===== src/rtl/unzigzag.sv =====
// Inverse zigzag reorder buffer: accepts 8x8 blocks in zigzag order and emits them
// in column-major natural order, double-buffered so one block fills while the other drains.
module unzigzag #(
    parameter int WIDTH = 10
) (
    input  logic             clk,
    input  logic             rst_n,
    input  logic             ena_in,
    output logic             rdy_out,
    input  logic [WIDTH-1:0] in,
    output logic             ena_out,
    input  logic             rdy_in,
    output logic [WIDTH-1:0] out
);

    // Zigzag position -> natural (column-major) element index.
    function automatic logic [5:0] zzIndex(input logic [5:0] p);
        logic [5:0] z;
        case (p)
            6'd0:  z = 6'd0;   6'd1:  z = 6'd8;   6'd2:  z = 6'd1;   6'd3:  z = 6'd2;
            6'd4:  z = 6'd9;   6'd5:  z = 6'd16;  6'd6:  z = 6'd24;  6'd7:  z = 6'd17;
            6'd8:  z = 6'd10;  6'd9:  z = 6'd3;   6'd10: z = 6'd4;   6'd11: z = 6'd11;
            6'd12: z = 6'd18;  6'd13: z = 6'd25;  6'd14: z = 6'd32;  6'd15: z = 6'd40;
            6'd16: z = 6'd33;  6'd17: z = 6'd26;  6'd18: z = 6'd19;  6'd19: z = 6'd12;
            6'd20: z = 6'd5;   6'd21: z = 6'd6;   6'd22: z = 6'd13;  6'd23: z = 6'd20;
            6'd24: z = 6'd27;  6'd25: z = 6'd34;  6'd26: z = 6'd41;  6'd27: z = 6'd48;
            6'd28: z = 6'd56;  6'd29: z = 6'd49;  6'd30: z = 6'd42;  6'd31: z = 6'd35;
            6'd32: z = 6'd28;  6'd33: z = 6'd21;  6'd34: z = 6'd14;  6'd35: z = 6'd7;
            6'd36: z = 6'd15;  6'd37: z = 6'd22;  6'd38: z = 6'd29;  6'd39: z = 6'd36;
            6'd40: z = 6'd43;  6'd41: z = 6'd50;  6'd42: z = 6'd57;  6'd43: z = 6'd58;
            6'd44: z = 6'd51;  6'd45: z = 6'd44;  6'd46: z = 6'd37;  6'd47: z = 6'd30;
            6'd48: z = 6'd23;  6'd49: z = 6'd31;  6'd50: z = 6'd38;  6'd51: z = 6'd45;
            6'd52: z = 6'd52;  6'd53: z = 6'd59;  6'd54: z = 6'd60;  6'd55: z = 6'd53;
            6'd56: z = 6'd46;  6'd57: z = 6'd39;  6'd58: z = 6'd47;  6'd59: z = 6'd54;
            6'd60: z = 6'd61;  6'd61: z = 6'd62;  6'd62: z = 6'd55;  default: z = 6'd63;
        endcase
        return z;
    endfunction

    logic [WIDTH-1:0] bank_q [0:127];
    logic [1:0]       full_q, full_d;
    logic             wrBank_q, wrBank_d;
    logic             rdBank_q, rdBank_d;
    logic [5:0]       wrCnt_q, wrCnt_d;
    logic [5:0]       rdCnt_q, rdCnt_d;
    logic             wrFire, rdFire;

    assign rdy_out = !full_q[wrBank_q];
    assign ena_out = full_q[rdBank_q];
    assign out     = ena_out ? bank_q[{rdBank_q, rdCnt_q}] : '0;
    assign wrFire  = ena_in && rdy_out;
    assign rdFire  = ena_out && rdy_in;

    // Writer and reader only ever touch the full flag of the bank they own, so both may complete together.
    always_comb begin
        full_d   = full_q;
        wrBank_d = wrBank_q;
        rdBank_d = rdBank_q;
        wrCnt_d  = wrCnt_q;
        rdCnt_d  = rdCnt_q;
        if (wrFire) begin
            wrCnt_d = wrCnt_q + 6'd1;
            if (wrCnt_q == 6'd63) begin
                full_d[wrBank_q] = 1'b1;
                wrBank_d         = !wrBank_q;
            end
        end
        if (rdFire) begin
            rdCnt_d = rdCnt_q + 6'd1;
            if (rdCnt_q == 6'd63) begin
                full_d[rdBank_q] = 1'b0;
                rdBank_d         = !rdBank_q;
            end
        end
    end

    always_ff @(posedge clk or negedge rst_n) begin
        if (!rst_n) begin
            full_q   <= 2'b00;
            wrBank_q <= 1'b0;
            rdBank_q <= 1'b0;
            wrCnt_q  <= 6'd0;
            rdCnt_q  <= 6'd0;
        end else begin
            full_q   <= full_d;
            wrBank_q <= wrBank_d;
            rdBank_q <= rdBank_d;
            wrCnt_q  <= wrCnt_d;
            rdCnt_q  <= rdCnt_d;
        end
    end

    // Coefficient storage is deliberately left out of reset; the full flags gate its visibility.
    always_ff @(posedge clk) begin
        if (wrFire) begin
            bank_q[{wrBank_q, zzIndex(wrCnt_q)}] <= in;
        end
    end

endmodule

===== config.mk =====
export PLATFORM = sky130hd
export DESIGN_NAME = unzigzag
export DESIGN_NICKNAME = d
export VERILOG_FILES = /design/src/rtl/unzigzag.sv
export SDC_FILE = /design/constraint.sdc
export NUM_CORES = 1
export LEC_CHECK = 0
export BUFFER_PORTS_ARGS = -buffer_cell sky130_fd_sc_hd__buf_2
export CAP_MARGIN = 20
export CORE_UTILIZATION = 50
export DETAILED_ROUTE_END_ITERATION = 10
export PLACE_DENSITY_LB_ADDON = 0.15
export SLEW_MARGIN = 20
export SYNTH_ARGS = -nofsm -noshare
export SYNTH_HDL_FRONTEND = slang
export SYNTH_SLANG_ARGS = --single-unit

===== constraint.sdc =====
create_clock -name clk -period 5.1 [get_ports clk]
set_input_delay 1.02 -clock clk [delete_from_list [all_inputs] [get_ports clk]]
set_output_delay 1.02 -clock clk [all_outputs]
set_load 0.02 [all_outputs]

==> qor.yml <==
max_freq_mhz: 197.0
synth_area_per_cell_um2: 20.23
worst-path-max-fanout: 47
viasPerCell: 6.225
finalMaxSlewViolations: 0
start_util_pct: 50.59
synth_edf_count: 1280
cts.sinks: 1296
worst_slew_pin_slew_ns: 1.132
critPathKind: "flop to output pin"
hold_class: "input port to async pin"
syn_inst: 2555
cp_data_arrival_time_ns: 4.05
layout_commonest_cell: "edfxtp_1"
synth.area.top_cells: "edfxtp_1 74%, mux4_2 11%, mux2i_1 4.5%, o22ai_1 1.3%, nor4_1 0.79%"
synth_top_area_share_pct: 74.36
firstDrtPassIters: 7
setup_ws_ns: 0.02510
clock_skew_ns: 0.02007
via_count: 26130
post-place-ws_ns: 0.6679
r2r_slack_ns: 0.59
holdBufCountCts: 0
root_buffer: "clkbuf_16"
most-common-layout-cells: "1280 x edfxtp_1, 245 x mux4_2, 230 x mux2i_1"
clk_pin_slew_worst_paths_ns: 0.06
h-tree-depth: 4
synth_warnings: 0
start_kind: "flop"
wirelength_mm: 126.1
grt_max_degree: 93
fp.coreArea_um2: 102200
grt_pass1_wl_mm: 184.2
final.setup.tns_ns: 0
peakVddDrop_v: 0.0004357
dpl.hpwl_mm: 78.62
portBuffers: 25
setup_viol: 0
cts_tree: "done"
wl_per_cell_um: 30.05
grt_overflow: 0
rows: 117
fp.dieArea_um2: 104700
postCtsResizedCells: 0
synth_seq_area_share_pct: 75.13
clk-insertion-delay-late_ns: 0.73
gp_congestion: 0.9186
p_leak_nw: 18.48
io_pins: 26
synth-seq-cells: 1296
hold_violations: 0
drive_above_1_share_pct: 27.68
syn_nets: 2586
max-cap-violations: 0
nets: 2758
yosysUniqueCellTypes: 65
postCtsSetupRepairBufs: 0
worstPathRequired_ns: 4.08
dieHeight_um: 323.5
fillers: 7569
endpoint_kind: "output pin"
syn_to_final_growth_pct: 14.11
ys_async_sr_fraction_pct: 1.235
p_per_area_nw_per_um2: 514.5
clockBufferDepth: 3
drt_iter0_drc: 2928
ys.flop_type: "edfxtp_1"
yosysTopAreaCell: "edfxtp_1"
rsz0062_at_grt: "no"
status: "complete, no violations"
antenna_found_initial: 2
grt_pass1_vias: 26250
syn_area_um2: 51690
fin_crit_ns: 5.075
die_w_um: 323.5
ant_nets: 0
track_usage_pct: 24.74
diodes: 0
drc_errors: 0
fin_crit_sh_pct: 99.51
maxSlewHeadroom_pct: 24.56
cts_buffers: 134
-- power by group --
part / internal (W) / switching (W) / leakage (nW)
combinational: 0.00306 / 0.00563 / 4.73
sequential: 0.0122 / 0.000198 / 11.7
clock: 0.00532 / 0.00394 / 2.04
-- cell type report --
cell class	count	area, um2	area share, %
clock buffers	168	3650	6.188
flip-flops and latches	1296	38850	65.86
inverters	14	52.55	0.08909
well taps	1368	1712	2.902
repair buffers	213	1723	2.921
clock inverters	70	505.5	0.8570
multi-input cells	1068	12490	21.18
-- per-layer routing --
layer | vias to the layer above | wire (um) | track usage, % | share of wire, %
li1 | 11100 | - | - | -
met1 | 13860 | 52120 | 34.66 | 41
met2 | 988 | 61850 | 39.74 | 49
met3 | 185 | 8776 | 4.483 | 7.0
met4 | 0 | 3387 | 7.715 | 2.7
met5 | - | 0 | 0 | 0
-- path summary, 6_finish.rpt --
kind                             from             to  cells after the start
max in group asynchronous       rst_n     rdCnt_q[1]                      1
hold / removal                  rst_n     wrCnt_q[3]                      1
hold reg to reg              rdBank_q       rdBank_q                      1
min in group clk             rdBank_q       rdBank_q                      1
setup / recovery           rdCnt_q[0]         out[2]                      7
setup reg to reg           wrCnt_q[0]  bank_q[67][8]                     10
-- logic make-up after synthesis --
group | Yosys count | share of synthesized area, %
simple gates | 271 | 3.273
mux | 482 | 15.34
buf+inv | 191 | 1.697
fa+ha+maj | 17 | 0.4115
flops | 1296 | 75.13
compound gates | 286 | 3.945
xor+xnor | 12 | 0.2033
-- sequential cells by signal (all words and copies together) (netlist names) --
register  count
bank_q     1280
rdCnt_q       6
wrCnt_q       6
full_q        2
rdBank_q      1
wrBank_q      1
-- synthesized netlist by cell type, drive strengths merged, types with 4 or more instances --
| cell | n |
|---|---|
| a31oi | 41 |
| nand3 | 5 |
| dfrtp | 16 |
| clkbuf | 71 |
| o2111ai | 4 |
| mux2i | 230 |
| o22ai | 111 |
| or2 | 6 |
| ha | 17 |
| nor2 | 12 |
| or3 | 42 |
| o211ai | 7 |
| o21ai | 9 |
| o22a | 20 |
| a21oi | 29 |
| inv | 14 |
| nor2b | 10 |
| a22oi | 41 |
| nor4 | 65 |
| xnor2 | 11 |
| mux4 | 247 |
| edfxtp | 1280 |
| buf | 106 |
| nand2 | 41 |
| nor3 | 65 |
| nand2b | 10 |
| mux2 | 5 |
-- worst max-delay path: stages (launching register included) --
cell and delay (ns):
dfrtp_4 0.63, buf_12 0.39, mux4_2 0.58, a22oi_1 0.49, a21oi_1 0.23, a31oi_1 0.39, o22ai_1 0.30, buf_2 0.26
-- per-stage QoR --
stage	power, W	util, %	hold slack [ns]	instances	cell area (um2)
3_5_place_dp	0.02128	53.60	0.5485	3959	54770
4_1_cts	0.03052	57.67	0.2655	4197	58930
3_3_place_gp	0.02115	53.58	0.5474	3958	54740
5_1_grt	0.03135	57.73	0.2905	4197	58980
2_1_floorplan	0.01786	-	0.5060	2555	51690
6_report	0.03035	57.73	0.3081	4197	58980
(Power assumes the default switching activity.)
